$ cat src/rtl/shift_rows_stream.sv
// shift_rows_stream: byte-serial ShiftRows / InvShiftRows engine.
// Accepts one state byte per cycle in column-major order, collects a full
// block in one bank of a two-bank ping-pong store, and replays it row-shifted
// from that bank while the other bank fills. The mode is captured per block.
module shift_rows_stream #(
  parameter int NB = 4
) (
  input  logic       clk,
  input  logic       rst,
  input  logic       in_valid,
  output logic       in_ready,
  input  logic [7:0] in_data,
  input  logic       in_inv,
  output logic       out_valid,
  input  logic       out_ready,
  output logic [7:0] out_data,
  output logic       out_last
);

  localparam int BYTES = 4 * NB;
  localparam int IW    = $clog2(BYTES);
  localparam int CW    = IW - 2;
  localparam int S2    = (NB == 8) ? 3 : 2;
  localparam int S3    = (NB == 8) ? 4 : 3;

  localparam logic [IW-1:0] LAST_IDX = IW'(BYTES - 1);
  localparam logic [CW:0]   NB_W     = (CW + 1)'(NB);

  if (NB != 4 && NB != 6 && NB != 8) begin : gen_bad_nb
    $error("shift_rows_stream: NB must be 4, 6 or 8");
  end

  logic [7:0]    mem_q [2][BYTES];
  logic [7:0]    mem_d [2][BYTES];
  logic [1:0]    full_q, full_d;
  logic [1:0]    inv_q, inv_d;
  logic          wr_bank_q, wr_bank_d;
  logic          rd_bank_q, rd_bank_d;
  logic [IW-1:0] wr_idx_q, wr_idx_d;
  logic [IW-1:0] rd_idx_q, rd_idx_d;

  logic          wr_fire;
  logic          rd_fire;
  logic [1:0]    row;
  logic [CW-1:0] col;
  logic [CW:0]   shift_amt;
  logic [CW:0]   col_sum;
  logic [IW-1:0] src_idx;

  // Handshake flags come straight from the full flags so in_ready never
  // sees out_ready combinationally.
  assign in_ready  = !full_q[wr_bank_q];
  assign out_valid = full_q[rd_bank_q];
  assign wr_fire   = in_valid && in_ready;
  assign rd_fire   = out_valid && out_ready;
  assign out_data  = mem_q[rd_bank_q][src_idx];
  assign out_last  = out_valid && (rd_idx_q == LAST_IDX);

  // Map the output position to its source byte: rotate the column by the row
  // offset and wrap modulo NB with one compare-and-subtract.
  always_comb begin
    row = rd_idx_q[1:0];
    col = rd_idx_q[IW-1:2];
    case (row)
      2'd0:    shift_amt = '0;
      2'd1:    shift_amt = (CW + 1)'(1);
      2'd2:    shift_amt = (CW + 1)'(S2);
      default: shift_amt = (CW + 1)'(S3);
    endcase
    if (inv_q[rd_bank_q]) begin
      col_sum = (CW + 1)'(col) + (NB_W - shift_amt);
    end else begin
      col_sum = (CW + 1)'(col) + shift_amt;
    end
    if (col_sum >= NB_W) begin
      col_sum = col_sum - NB_W;
    end
    src_idx = {col_sum[CW-1:0], row};
  end

  // Next-state for storage, bank flags and both pointers; a fill completing on
  // one bank and a drain completing on the other are applied together.
  always_comb begin
    mem_d     = mem_q;
    full_d    = full_q;
    inv_d     = inv_q;
    wr_bank_d = wr_bank_q;
    rd_bank_d = rd_bank_q;
    wr_idx_d  = wr_idx_q;
    rd_idx_d  = rd_idx_q;

    if (wr_fire) begin
      mem_d[wr_bank_q][wr_idx_q] = in_data;
      if (wr_idx_q == '0) begin
        inv_d[wr_bank_q] = in_inv;
      end
      if (wr_idx_q == LAST_IDX) begin
        full_d[wr_bank_q] = 1'b1;
        wr_bank_d         = ~wr_bank_q;
        wr_idx_d          = '0;
      end else begin
        wr_idx_d = wr_idx_q + IW'(1);
      end
    end

    if (rd_fire) begin
      if (rd_idx_q == LAST_IDX) begin
        full_d[rd_bank_q] = 1'b0;
        rd_bank_d         = ~rd_bank_q;
        rd_idx_d          = '0;
      end else begin
        rd_idx_d = rd_idx_q + IW'(1);
      end
    end
  end

  // State registers; reset discards any partial or buffered block and clears
  // storage so out_data reads zero.
  always_ff @(posedge clk) begin
    if (rst) begin
      for (int b = 0; b < 2; b++) begin
        for (int i = 0; i < BYTES; i++) begin
          mem_q[b][i] <= '0;
        end
      end
      full_q    <= '0;
      inv_q     <= '0;
      wr_bank_q <= 1'b0;
      rd_bank_q <= 1'b0;
      wr_idx_q  <= '0;
      rd_idx_q  <= '0;
    end else begin
      mem_q     <= mem_d;
      full_q    <= full_d;
      inv_q     <= inv_d;
      wr_bank_q <= wr_bank_d;
      rd_bank_q <= rd_bank_d;
      wr_idx_q  <= wr_idx_d;
      rd_idx_q  <= rd_idx_d;
    end
  end

endmodule

$ cat config.mk
export PLATFORM = sky130hd
export DESIGN_NAME = shift_rows_stream
export DESIGN_NICKNAME = d
export VERILOG_FILES = /design/src/rtl/shift_rows_stream.sv
export SDC_FILE = /design/constraint.sdc
export NUM_CORES = 1
export LEC_CHECK = 0
export BUFFER_PORTS_ARGS = -buffer_cell sky130_fd_sc_hd__buf_2
export CORE_ASPECT_RATIO = 0.6
export CORE_MARGIN = 2
export CORE_UTILIZATION = 50
export DETAILED_ROUTE_END_ITERATION = 8
export PLACE_DENSITY = 0.74
export SETUP_SLACK_MARGIN = 0.15
export SLEW_MARGIN = 30
export SYNTH_ARGS = -nofsm -noshare
export SYNTH_HDL_FRONTEND = slang
export SYNTH_SLANG_ARGS = --single-unit
$ cat constraint.sdc
create_clock -name clk -period 3.7 [get_ports clk]
set_input_delay 0.74 -clock clk [delete_from_list [all_inputs] [get_ports clk]]
set_output_delay 0.74 -clock clk [all_outputs]
set_load 0.01 [all_outputs]
==> out/results.tsv, run 1 <==
metric	value	unit
Yosys cell types	44	
outcome	finished clean	
CTS Sinks	270	
Root Driver	clkbuf_16	
Post-synth EDFFs	0	
hold path depth	2	
Port Buffer Count	23	
die height	125	um
DRC	0	
Post-DP HPWL	21800	um
Final Hold Vio Count	0	
vias in the first global route	9466	
Inst Count DP	1583	
main flop type after synthesis	dfxtp_1	
unrepaired setup endpoints after global routing	yes	
fraction of registers with async set or reset after synthesis	0	%
Post-Synth Simple-Gate Area	16.9	%
flops & latches, synth	270	
Layout Cells excl Fill	1640	
CTS tree	done	
# H-tree levels	1	
adder-cell share of the synthesized area	0.819	%
Final setup viols	0	
hold_buf cts	0	
Net Sw Frac	23.3	%
I/O pins	24	
Leakage	4.74	nW
worst-skew pair later-pin latency	550	ps
HP Class	reg -> reg	
largest net degree at the start of global routing	122	
Power Density	438	nW/um^2
Int Power	4.57	mW
Final #Nets	1320	
Post-Syn Instances	1336	
Vias	10317	
reg2reg path depth	5	
Sw Pwr	1.39	mW
crit path launch type	flop	
Synth Area in XOR/XNOR	0.727	%
initial antenna violation count	1	
share of post-route cells with drive strength above 1	15.3	%
multiplexer share of the synthesized area	21.6	%
antenna viol nets, final	0	
Slew Limit Fails	0	
first-pass GRT wire length	56500	um
antenna cells	0	
Relative slew margins	39.3	%
Worst-path clk slew	70	ps
Die Width	206	um
Layout fillers	2087	
Detailed Routing Iterations Pass 1	6	
Longest Clk Path Bufs	3	
most common cell after layout, fill and taps aside	dfxtp_1	
crit path kind	reg -> out	
Max Freq	0.279	GHz
WP data arrival	2850	ps
largest family of logic cells by synthesized area	multiplexers	
area fraction in compound gates after synthesis	10.9	%
post-synthesis sequential area ratio	44.2	%
CP endpoint kind	primary output	
clock power share	46.5	%
grt ovf	0	
core region area	24100	um^2
mapped cell area	12200	um^2
Logic pwr share	4.4	%
setup TNS	0	ps
WP data required	2960	ps
CP Max Fanout	5	
syn_nets	1357	
Setup Skew	8.17	ps
TritonCTS Buffers	25	
worst vdd ir	0.324	mV
Tmin final	3590	ps
most frequent cells in the layout	267 x dfxtp_1, 214 x nand2_1, 184 x a21oi_1	
WL per Instance	22.5	um
max-cap viol count	0	
Post-Syn Area per Cell	9.15	um^2
Avg Vias per Cell	6.29	
Core Rows	44	
footprint of the multi-input gates	6290	um^2
GRT Total Usage	28.5	%
Area Overhead vs Synth	11.3	%
Tightest Pin Transition	911	ps
Seq pwr share	49.1	%
Initial Utilization	50.7	%
DR iter-0 viols	1497	
final period utilization	97.0	%
yosys warns	0	
Register Area	5410	um^2
placer congestion estimate	0.857	
final wirelength	36900	um
die area	25800	um^2
-- power groups by stage --
stage | Combinational, mW | Clock, mW | Sequential [mW]
floorplan | 0.160 | 0 | 2.99
detailed placement | 0.251 | 0 | 2.99
global route | 0.273 | 2.91 | 2.93
finish | 0.262 | 2.77 | 2.93
global placement | 0.247 | 0 | 2.99
CTS | 0.251 | 2.79 | 2.93
-- metrics by stage --
stage                     utilization, %  instance area (um^2)  power [mW]  setup slack [ps]  hold WS, ps
after global routing                56.4                 13600        6.11              43.5          465
after global placement              51.8                 12500        3.24               244          439
after CTS                           56.3                 13600        5.97               135          455
after floorplan                        -                 12200        3.15               206          432
after detailed placement            51.8                 12500        3.24               176          445
final                               56.4                 13600        5.96               111          454
-- cells by family (layout without fill, tap and decap cells) --
family | Yosys count | after routing
compound gates | 258 | 258
xor+xnor | 7 | 7
fa+ha+maj | 8 | 8
buf+inv | 138 | 120
flops | 270 | 270
mux | 178 | 178
simple gates | 477 | 477
-- metal layers --
metal	part of all wire (%)	GRT usage, %	wire length [um]	up-vias
met5	0.022	0	8	-
met4	2.6	7.65	971	2
met3	13	8.76	4950	79
met2	42	39.5	15300	636
met1	42	42.7	15700	4999
li1	-	-	-	4601
-- sequential cells by signal, summed over array words and instances, names as in the netlist --
| signal | cells |
|---|---|
| wr_idx_q | 4 |
| wr_bank_q | 1 |
| rd_bank_q | 1 |
| full_q | 2 |
| inv_q | 2 |
| rd_idx_q | 4 |
| mem_q | 256 |
-- worst max-delay path: stages (launching register included) --
cell	delay, ps
dfxtp_4	390
inv_2	50
ha_2	160
or2_4	260
ha_4	170
xnor3_1	210
mux2i_4	210
buf_12	160
mux4_2	510
inv_1	60
buf_2	120
-- Yosys cell counts, types with 4 or more instances --
| master | n | area (um^2) |
|---|---|---|
| dfxtp_1 | 270 | 5410 |
| nand2_1 | 214 | 803 |
| a21oi_1 | 184 | 921 |
| nand3_1 | 132 | 661 |
| mux2i_1 | 104 | 1040 |
| nor2_1 | 95 | 357 |
| clkbuf_1 | 91 | 342 |
| mux4_2 | 68 | 1530 |
| o21ai_0 | 60 | 300 |
| buf_2 | 26 | 130 |
| inv_1 | 12 | 45.0 |
| ha_1 | 8 | 100 |
| mux2_2 | 6 | 67.6 |
| buf_4 | 5 | 37.5 |
| nand2b_1 | 5 | 31.3 |
| nor2_2 | 4 | 25.0 |
| nor2b_1 | 4 | 25.0 |
| or3_1 | 4 | 25.0 |
-- repair_timing --
action / in CTS / in global routing
buffers inserted: 7 / 1
pin swaps: 2 / 1
setup endpoints to repair: 8 / 8
gates cloned: 3 / 0
resized for setup: 13 / 5
-- layout make-up --
class,instances,share of cell area (%)
Timing Repair Buffer,62,4.21
Clock buffer,33,5.35
Inverter,12,0.331
Sequential cell,270,39.8
Multi-Input combinational cell,928,46.3
Clock inverter,13,1.09
Tap cell,322,2.96
-- final timing paths --
check	from	end	slack, ps
worst min-delay path	mem_q[198]	mem_q[198]	450
worst max register to register	wr_bank_q	mem_q[78]	1050
worst min register to register	mem_q[198]	mem_q[198]	450
worst max-delay path	rd_idx_q[1]	out_data[4]	110
Power figures use the tool's default switching activity.
==> inputs of run 2 (changes only) <==
Settings changed: ABC_AREA set to 1.
==> run 2 against run 1 <==
  * Worst hold slack worse by 4.0 ps
  * Maximum frequency up 7.5%
  * Combinational power up 29%
  * Cell count up 40%
  * Register-to-register slack better by 110 ps
  * Non-clock buffer count down 9
  * Clock power up 2%
  * First-iteration DRC count down 8.7%
  * Critical path type unchanged
  * Largest power group unchanged
  * Highest routed layer is now met4
==> out/results.tsv, run 2 <==
metric	value	unit
outcome	finished clean	
Tightest Pin Transition	989	ps
crit path launch type	flop	
mapped cell area	13000	um^2
unrepaired setup endpoints after global routing	no	
Initial Utilization	51.3	%
Tmin final	3340	ps
most frequent cell after synthesis	nand2_1	
CTS Sinks	270	
met2 Resource Use GR	43.3	%
CP endpoint kind	primary output	
core region area	25400	um^2
Final #Nets	1943	
WP data required	2960	ps
die height	129	um
Int Power	4.66	mW
HP Class	reg -> reg	
Hold Path End	mem_q[147]	
setup TNS	0	ps
Final setup viols	0	
Inst Count DP	2244	
Longest Clk Path Bufs	3	
Root Driver	clkbuf_16	
worst path cell trace	ha_1, or2_2, ha_1, inv_1, nand2_1, nand2_1, nand2_1, nand2_2, inv_1, nand2_1, nand2_1, buf_2	
TritonCTS Buffers	26	
syn_nets	2009	
Seq pwr share	48.2	%
placer congestion estimate	0.908	
die area	27400	um^2
flops & latches, synth	270	
Most flops, register	mem_q	
routing usage on met3	4.36	%
I/O pins	24	
largest net degree at the start of global routing	113	
Core Rows	45	
Layout fillers	2543	
Layout Cells excl Fill	2293	
Register Area	5410	um^2
footprint of the multi-input gates	6150	um^2
first-pass GRT wire length	64700	um
post-synth top area share	41.4	%
# H-tree levels	1	
WL per Instance	17.6	um
vias in the first global route	11644	
multiplexer share of the synthesized area	0	%
worst r2r src	wr_bank_q	
Leakage	5.60	nW
Vias	13001	
Post-Syn Area per Cell	6.56	um^2
antenna viol nets, final	0	
Avg Vias per Cell	5.67	
max reg flops	256	
Post-DP HPWL	25100	um
biggest regs	mem_q (256), rd_idx_q (4), wr_idx_q (4)	
final wirelength	40300	um
GRT Total Usage	29.6	%
clock power share	46.3	%
area leader, netlist	dfxtp_1	
reg-to-reg endpoint	mem_q[232]	
reg2reg path depth	7	
CP Max Fanout	25	
HP Start	mem_q[147]	
Synth Area in XOR/XNOR	0.201	%
Critical Path Max Stage Delay	440	ps
yosys warns	0	
Area Overhead vs Synth	8.72	%
R2R setup slack	1160	ps
main flop type after synthesis	dfxtp_1	
largest family of logic cells by synthesized area	simple AND/OR/NAND/NOR gates	
global routing usage on met1	45.4	%
hold path depth	2	
grt ovf	0	
Die Width	213	um
Port Buffer Count	23	
Post-Synth Simple-Gate Area	30.8	%
Power Density	431	nW/um^2
Detailed Routing Iterations Pass 1	8	
Net Sw Frac	23.9	%
max-cap viol count	0	
post-synthesis sequential area ratio	41.4	%
DRC	0	
crit path kind	reg -> out	
Logic pwr share	5.5	%
most used cell, CP	nand2_1	
busiest grt layer	met1	
area fraction in compound gates after synthesis	15.3	%
Yosys cell types	26	
WP data arrival	2600	ps
Sw Pwr	1.46	mW
DR iter-0 viols	1367	
top post-synthesis cells by count	345 x nand2_1, 305 x o21ai_0, 270 x dfxtp_1, 220 x inv_1, 205 x nor2_1	
initial antenna violation count	0	
CTS tree	done	
adder-cell share of the synthesized area	0.767	%
Final Hold Vio Count	0	
share of post-route cells with drive strength above 1	6.29	%
Post-Syn Instances	1988	
Worst-path clk slew	70	ps
crit path max-delay cell type	dfxtp_4	
most frequent cells in the layout	344 x nand2_1, 305 x o21ai_0, 268 x dfxtp_1	
Setup Skew	10.4	ps
antenna cells	0	
most common cell after layout, fill and taps aside	nand2_1	
worst-skew pair later-pin latency	550	ps
Relative slew margins	34.1	%
Slew Limit Fails	0	
Post-synth EDFFs	0	
Area contributors post-synth	dfxtp_1 41%, o21ai_0 12%, nand2_1 9.9%	
fraction of registers with async set or reset after synthesis	0	%
worst vdd ir	0.359	mV
Max Freq	0.300	GHz
final period utilization	90.2	%
run 2: cell types whose count changed in the layout (fill, tap and decap cells not counted), moves of 68 or more:
| cell | before | now |
|---|---|---|
| a21oi_1 | 184 | 93 |
| nor3_1 | 3 | 175 |
| mux2i_1 | 103 | 0 |
| o21ai_0 | 59 | 305 |
| nand2_1 | 214 | 344 |
| nor2_1 | 95 | 205 |
| mux4_2 | 68 | 0 |
| inv_1 | 10 | 217 |
run 2: worst max-delay path, delay by kind of cell (launching register included):
family        cells  cell delay, ps
flops             1             440
buf+inv           3             350
simple gates      7             790
fa+ha+maj         2             470
run 2: timing repair:
item | CTS | global route
setup buffers | 2 | 0
resized for setup | 2 | 1
setup endpoints to repair | 8 | 8
hold buffers | 0 | 0
run 2: cells by family (layout without fill, tap and decap cells):
family	after synthesis	in the layout
adder cells (fa/ha/maj)	8	8
XOR/XNOR	3	3
AO/OA/AOI/OAI	400	400
flip-flops	270	270
buffers and inverters	373	326
AND/OR/NAND/NOR	934	934
run 2: layout make-up:
cell class	instances	area share, %
clock buffers	37	5.38
clock inverters	10	0.918
inverters	226	6.04
multi-input cells	1345	43.4
flip-flops and latches	270	38.2
well taps	352	3.11
repair buffers	53	3.02
run 2: worst max-delay path by stage:
stage / start / slack (ps) / cells after the start / end
4_1_cts: rd_idx_q[0] / 230 / 12 / out_data[4]
3_3_place_gp: rd_idx_q[0] / 730 / 12 / out_data[5]
3_5_place_dp: rd_idx_q[0] / 650 / 9 / out_data[2]
2_1_floorplan: rd_idx_q[1] / 440 / 13 / out_data[5]
6_report: rd_idx_q[0] / 360 / 12 / out_data[4]
5_1_grt: rd_idx_q[0] / 190 / 12 / out_data[2]
run 2: per-stage QoR:
stage	area [um^2]	hold WS [ps]	utilization, %	power, mW	setup WS [ps]
after floorplan	13000	429	-	3.23	443
after global placement	13300	434	52.1	3.34	733
after detailed placement	13300	442	52.1	3.34	652
after CTS	14200	440	55.7	6.13	231
after global routing	14200	464	55.7	6.30	192
final	14200	450	55.7	6.12	362
run 2: power by group through the flow:
stage / sequential, mW / combinational, mW / clock [mW]
2_1_floorplan: 3.01 / 0.216 / 0
3_5_place_dp: 3.01 / 0.331 / 0
3_3_place_gp: 3.01 / 0.328 / 0
4_1_cts: 2.95 / 0.332 / 2.85
6_report: 2.95 / 0.339 / 2.83
5_1_grt: 2.95 / 0.370 / 2.99
run 2: routing by layer:
metal  wire [um]  vias to the layer above
li1            -                     6305
met1       18800                     6013
met2       16600                      608
met3        3910                       75
met4         913                        0
met5           0                        -
